===== src/rtl/pio_debounced_irq.sv =====
// Debounced parallel input port with edge capture and a maskable level interrupt.
// Each channel is synchronised, debounced by a run-length counter, and exposed over a 4-word slave.
module pio_debounced_irq #(
    parameter int WIDTH           = 4,
    parameter int DEBOUNCE_CYCLES = 50000,
    parameter int ACTIVE_LOW      = 1,
    parameter int EDGE_MODE       = 0
) (
    input  logic             clk_clk,
    input  logic             reset_reset,
    input  logic [WIDTH-1:0] keys_export,
    input  logic [1:0]       avs_address,
    input  logic             avs_read,
    input  logic             avs_write,
    input  logic [31:0]      avs_writedata,
    output logic [31:0]      avs_readdata,
    output logic [WIDTH-1:0] keys_debounced,
    output logic             irq
);

    localparam int CNT_W = $clog2(DEBOUNCE_CYCLES);
    localparam logic [CNT_W-1:0] CNT_LAST = CNT_W'(DEBOUNCE_CYCLES - 1);
    localparam logic [WIDTH-1:0] IDLE_LEVEL = (ACTIVE_LOW != 0) ? '1 : '0;

    logic [WIDTH-1:0] sync_1;
    logic [WIDTH-1:0] sync_2;
    logic [WIDTH-1:0] synced;
    logic [WIDTH-1:0] deb;
    logic [WIDTH-1:0] deb_prev;
    logic [CNT_W-1:0] cnt [WIDTH];
    logic [WIDTH-1:0] irq_mask;
    logic [WIDTH-1:0] edge_cap;
    logic [WIDTH-1:0] cap_set;
    logic [WIDTH-1:0] wr_data;
    logic [31:0]      rd_mux;
    logic             unused_wdata;

    // Synchroniser idles at the released level so reset never looks like a press.
    always_ff @(posedge clk_clk or posedge reset_reset) begin
        if (reset_reset) begin
            sync_1 <= IDLE_LEVEL;
            sync_2 <= IDLE_LEVEL;
        end else begin
            sync_1 <= keys_export;
            sync_2 <= sync_1;
        end
    end

    assign synced = (ACTIVE_LOW != 0) ? ~sync_2 : sync_2;

    // The counter tracks how long the synced level has disagreed with the debounced bit.
    always_ff @(posedge clk_clk or posedge reset_reset) begin
        if (reset_reset) begin
            deb      <= '0;
            deb_prev <= '0;
            for (int i = 0; i < WIDTH; i++) begin
                cnt[i] <= '0;
            end
        end else begin
            deb_prev <= deb;
            for (int i = 0; i < WIDTH; i++) begin
                if (synced[i] == deb[i]) begin
                    cnt[i] <= '0;
                end else if (cnt[i] == CNT_LAST) begin
                    cnt[i] <= '0;
                    deb[i] <= ~deb[i];
                end else begin
                    cnt[i] <= cnt[i] + CNT_W'(1);
                end
            end
        end
    end

    always_comb begin
        cap_set = '0;
        case (EDGE_MODE)
            0:       cap_set = deb & ~deb_prev;
            1:       cap_set = ~deb & deb_prev;
            default: cap_set = deb ^ deb_prev;
        endcase
    end

    assign wr_data      = avs_writedata[WIDTH-1:0];
    assign unused_wdata = ^avs_writedata;

    // A capture landing in the same cycle as its write-1-clear must survive.
    always_ff @(posedge clk_clk or posedge reset_reset) begin
        if (reset_reset) begin
            irq_mask <= '0;
            edge_cap <= '0;
        end else begin
            if (avs_write && avs_address == 2'd1) begin
                irq_mask <= wr_data;
            end
            if (avs_write && avs_address == 2'd2) begin
                edge_cap <= (edge_cap & ~wr_data) | cap_set;
            end else begin
                edge_cap <= edge_cap | cap_set;
            end
        end
    end

    always_comb begin
        rd_mux = '0;
        case (avs_address)
            2'd0:    rd_mux[WIDTH-1:0] = deb;
            2'd1:    rd_mux[WIDTH-1:0] = irq_mask;
            2'd2:    rd_mux[WIDTH-1:0] = edge_cap;
            default: rd_mux = '0;
        endcase
    end

    always_ff @(posedge clk_clk or posedge reset_reset) begin
        if (reset_reset) begin
            avs_readdata <= '0;
        end else if (avs_read) begin
            avs_readdata <= rd_mux;
        end
    end

    assign keys_debounced = deb;
    assign irq            = |(edge_cap & irq_mask);

endmodule

===== config.mk =====
export PLATFORM = sky130hd
export DESIGN_NAME = pio_debounced_irq
export DESIGN_NICKNAME = d
export VERILOG_FILES = /design/src/rtl/pio_debounced_irq.sv
export SDC_FILE = /design/constraint.sdc
export NUM_CORES = 1
export LEC_CHECK = 0
export ABC_AREA = 1
export BUFFER_PORTS_ARGS = -buffer_cell sky130_fd_sc_hd__buf_2
export CORE_ASPECT_RATIO = 1.25
export CORE_UTILIZATION = 41
export DETAILED_ROUTE_END_ITERATION = 16
export GPL_TIMING_DRIVEN = 0
export PLACE_DENSITY = 0.73
export RECOVER_POWER = 25
export SKIP_CTS_REPAIR_TIMING = 1
export SYNTH_ARGS = -nofsm -noshare
export SYNTH_HDL_FRONTEND = slang
export SYNTH_SLANG_ARGS = --single-unit

===== constraint.sdc =====
create_clock -name clk_clk -period 5.1 [get_ports clk_clk]
set_clock_uncertainty 0.05 [all_clocks]
set_input_delay 0.765 -clock clk_clk [delete_from_list [all_inputs] [get_ports clk_clk]]
set_output_delay 0.765 -clock clk_clk [all_outputs]
set_load 0.005 [all_outputs]

# Word-level counts from Yosys, hierarchy flattened
# Cells that the tools add are included.
# totals
out_inout_bits,37
in_bits,42
ff_bits,92
word_cells,62
# op_classes
bitwise_logic,16
addsub,4
mux,10
n_eq_ne,10
reduce_logical,8
# op_table
op,n
16-bit 2-to-1 mux,8
"16-bit by 1-bit adder with 16-bit output, second input constant",4
"16-bit equality test, second input constant",4
4-bit bitwise AND,3
4-bit NOT,3
4-bit one-hot mux with 3 select lines,1
1-bit NOT,8
4-bit bitwise OR,2
2-bit AND reduction,4
1-bit equality test,4
4-bit 2-to-1 mux,1
4-bit OR reduction,1
"2-bit by 1-bit equality test with 1-bit output, second input constant",1
"2-bit equality test, second input constant",1
1-bit logical AND,2
2-bit zero test,1

# Depth between registers and ports, before layout
# logic_depth
word_depth,4
mapped_depth,8
ltp_nobuf,8

# Worst setup path before layout
# Ideal clock, no wire load.
# synth_path
path_kind,input to register
startpoint,input avs_address[1]
endpoint,register edge_cap[0]
stages,5
arrival_ns,1.291
setup_ns,0.129
slack_ns,3.630
required_ns,4.921
path_cell_list,inv_1 -> nor2_1 -> nand2_1 -> o21ai_0 -> o21ai_0
# synth_between
elab_chain_len,3
# synth_lines
item,line_no,source
from (decl),12,"input logic [1:0] avs_address,"
2-bit equality test,95,if (avs_write && avs_address == 2'd2) begin
1-bit logical AND,95,
4-bit 2-to-1 mux,95,
to (signal assigned),96,edge_cap <= (edge_cap & ~wr_data) | cap_set;
to (signal assigned),98,edge_cap <= edge_cap | cap_set;
to (decl),32,logic [WIDTH-1:0] edge_cap;
# Every way passes these cells.
# A chain may end at the register's enable or synchronous reset.

# Final worst setup path
# layout_path
startpoint,register irq_mask[2]
endpoint,output irq
# layout_between
elab_chain_len,2
# layout_lines
item,line_no,source
from (decl),31,logic [WIDTH-1:0] irq_mask;
from (signal assigned),93,irq_mask <= wr_data;
4-bit bitwise AND,122,assign irq = |(edge_cap & irq_mask);
4-bit OR reduction,122,
to (decl),18,output logic irq
# Every way passes these cells.

==> Flow_metrics.wiki <==
{| class="wikitable"
! Metric !! Value
|-
| Buffers on Ports || 22
|-
| CTS sink cnt || 92
|-
| Worst slew pin tran || around 1.0 ns
|-
| Area Growth Syn to Fin || 15.09%
|-
| Start of the worst register-to-register path || cnt[48]
|-
| Cell-by-cell listing of the critical path || nand2_1 > nand4_1 > buf_2
|-
| Largest net degree at the start of global routing || 73
|-
| Yosys synthesis warning count || 0
|-
| Overall routing resource usage || 17.18%
|-
| Status || complete, no violations
|-
| Cells after synthesis || between 500 and 600
|-
| DRC violation total after the first TritonRoute iteration || between 200 and 300
|-
| Critical path class || flip-flop to primary output
|-
| # diodes || 0
|-
| Die boundary width || 99.70 um
|-
| Hold worst-path end || sync_2[0]
|-
| Number of design rule violations left after detail routing || 0
|-
| Number of buffers on the longest clock path || 2
|-
| Fraction of synthesized cell area taken by the top area cell type || a little over two fifths
|-
| Overall overflow remaining after global route || 0
|-
| Most frequent cell after synthesis || nand2_1
|-
| Post-synthesis register bit count || 92
|-
| Most used flip-flop cell after synthesis || dfrtp_1
|-
| Clock-pin transition on the worst setup and hold timing paths || ~0.060 ns
|-
| Mapped cell area || between 0.004 and 0.005 sq mm
|-
| Final setup violating endpoints || 0
|-
| Power consumption || approximately 1.5 mW
|-
| Via count of the routed design || 3,885
|-
| Time the worst path needs with I/O delays and setup || ~1.9 ns
|-
| Critical Path Fanout Max || 3
|-
| Initial standard-cell utilization of the core || about 42%
|-
| Tightest Hold Check Type || flip-flop to flip-flop
|-
| Sequential cell area fraction in the yosys report || a little under half
|-
| Final weighted congestion in routability-driven placement || about 0.9
|-
| Reg-to-reg slack, setup || 3.56 ns
|-
| Routed via count divided by cell count || approximately 4.7
|-
| EDFF count, synth || 0
|-
| Number of distinct library cells after synthesis || 31
|-
| CP startpoint kind || flip-flop
|-
| Initial antenna violation count || 0
|-
| Data required time at the worst endpoint || 4.28 ns
|-
| Wirelength per Cell || around 12 um
|-
| Area of the placeable core || roughly 0.012 sq mm
|-
| Launch instance of the worst min-delay path || sync_1[0]
|-
| Standby leakage power || 2.682 nW
|-
| Endpoint of the most critical register-to-register path || cnt[56]
|-
| Global-route wire length before repair || roughly 17 mm
|-
| Post-synthesis average cell area || slightly above 8 sq um
|-
| Top-level I/O count || 79
|-
| TritonCTS clock tree || yes
|-
| Deepest level of the CTS H-tree || 3
|-
| Router iterations before antenna repair || 4
|-
| Count of endpoints failing hold in the final timing report || 0
|-
| Number of nets in the final layout || about 700
|-
| Total clock buffers created by CTS || 9
|-
| Wirelength, routed || 9.741 mm
|-
| Clk_lat worst skew || between 0.3 and 0.4 ns
|-
| Period Utilization, post-route || 37.12%
|-
| Kind of end point of the critical path || primary output
|-
| Worst rel slew slack || between 30 and 40%
|-
| CP max-delay cell || dfrtp_1
|-
| Filler Cell Count || between 1,000 and 1,500
|-
| Total negative slack for setup checks || 0 ns
|-
| Post-synthesis cell type with the largest combined area || dfrtp_1
|-
| Full die area || around 0.012 sq mm
|-
| Synth top area cells || dfrtp_1, nand2_1, nor2_1
|-
| Max Slew Vio Count || 0
|-
| Die height || ~120 um
|-
| Half-perimeter wire length after placement || between 7 and 8 mm
|-
| FFs w/ async S/R, synth || 100.0%
|-
| Site row count || 44
|-
| Setup repair after global routing missed its margin || no
|-
| Total power divided by cell area || 272.1 mW/mm^2
|-
| Arr. time, crit path || roughly 1.1 ns
|-
| # Max-Cap Violations || 0
|-
| Root Buffer || clkbuf_16
|-
| Maximum resistive drop on vdd || 239.5 uV
|-
| Max Fclk || 528.2 MHz
|-
| Fraction of final layout cells sized beyond drive strength 1 || between 10% and 20%
|-
| Antenna Violating Nets Remaining || 0
|-
| Most instantiated cells after synthesis || nand2_1, nor2_1, dfrtp_1, inv_1, nand3_1
|-
| Via count of the first global-routing pass || roughly 3,800
|-
| Logic depth of the worst register-to-register path || 6
|-
| Cell depth of the worst hold path || 0
|-
| Delay of the slowest cell on the worst path || between 0.3 and 0.4 ns
|}
layout make-up:
type / instances / area (sq um) / area share (%)
Sequential cell: 92 / 2312 / 41.07
Multi-Input combinational cell: 438 / 2231 / 39.62
Clock buffer: 12 / 246.5 / 4.378
Inverter: 64 / 241.5 / 4.289
Buffer: 28 / 210.2 / 3.733
Tap cell: 161 / 201.4 / 3.578
Timing Repair Buffer: 23 / 137.6 / 2.444
Clock inverter: 4 / 50.05 / 0.8889
where the power goes:
| group | switching [mW] | internal [mW] |
|---|---|---|
| clock | 0.272 | 0.393 |
| combinational | 0.0544 | 0.0415 |
| sequential | 0.0179 | 0.753 |
| total | 0.345 | 1.19 |
sequential cells by signal, indices dropped and copies added, names as in the netlist:
name            flops
deb_prev            4
edge_cap            4
irq_mask            4
cnt                64
sync_1              4
sync_2              4
avs_readdata        4
keys_debounced      4
layout by cell type (no fill, tap or decap), types with 7 or more instances in the layout:
cell | synthesis | layout
clkbuf_16 | 0 | 9
nand2_2 | 11 | 11
o21ai_0 | 17 | 17
nand2_1 | 119 | 119
a21oi_1 | 7 | 7
dfstp_2 | 8 | 8
xor2_1 | 11 | 11
a31oi_1 | 7 | 7
o21ai_1 | 7 | 7
conb_1 | 1 | 28
o21bai_1 | 7 | 7
dfrtp_1 | 84 | 84
buf_4 | 28 | 28
nand4_1 | 14 | 14
xnor2_1 | 10 | 10
nand3_1 | 38 | 38
nor2_2 | 9 | 9
inv_1 | 61 | 60
buf_2 | 0 | 22
nand3_2 | 8 | 8
nor2_1 | 116 | 116
logic make-up after synthesis:
| group | after synthesis | synth area share [%] |
|---|---|---|
| adders and majority gates | 4 | 1.023 |
| DFF | 92 | 47.26 |
| AOI/OAI and AO/OA | 46 | 5.294 |
| xor gates and xnor gates | 25 | 5.089 |
| muxes | 4 | 0.9207 |
| other | 1 | 0.07665 |
| buffers and inverters | 92 | 9.207 |
| and+or+nand+nor | 331 | 31.13 |
critical path: cells and delay by family, from the launching register on:
| family | cells | cell delay, ns |
|---|---|---|
| AND/OR/NAND/NOR | 2 | 0.20 |
| flip-flops | 1 | 0.39 |
| buffers and inverters | 1 | 0.15 |
stage by stage:
step	worst slack [ns]	instance area (sq um)	hold slack, ns	cells	util [%]
global route	3.174	5630	0.3081	822	48.47
CTS	3.185	5632	0.3056	822	48.48
floorplan	1.906	4994	0.2952	622	-
finish	3.207	5630	0.3051	822	48.47
global placement	0.9186	5305	0.2968	805	45.67
detailed placement	3.297	5335	0.2968	806	45.93
layer usage:
layer | wire [um] | vias up | GRT usage, %
met5 | 0 | - | 0
met4 | 201 | 0 | 8.915
met3 | 302 | 16 | 2.637
met2 | 5122 | 76 | 31.90
met1 | 4113 | 1834 | 18.92
li1 | - | 1959 | -
how the worst max path moves through the flow:
stage / end / slack, ns / cells after the start / from
2_1_floorplan: avs_readdata[0] / 1.91 / 1 / reset_reset
3_5_place_dp: edge_cap[3] / 3.30 / 6 / avs_address[1]
6_report: irq / 3.21 / 3 / irq_mask[2]
5_1_grt: irq / 3.17 / 3 / edge_cap[0]
4_1_cts: irq / 3.19 / 3 / irq_mask[2]
3_3_place_gp: irq_mask[3] / 0.92 / 2 / reset_reset
Power figures use the tool's default switching activity.
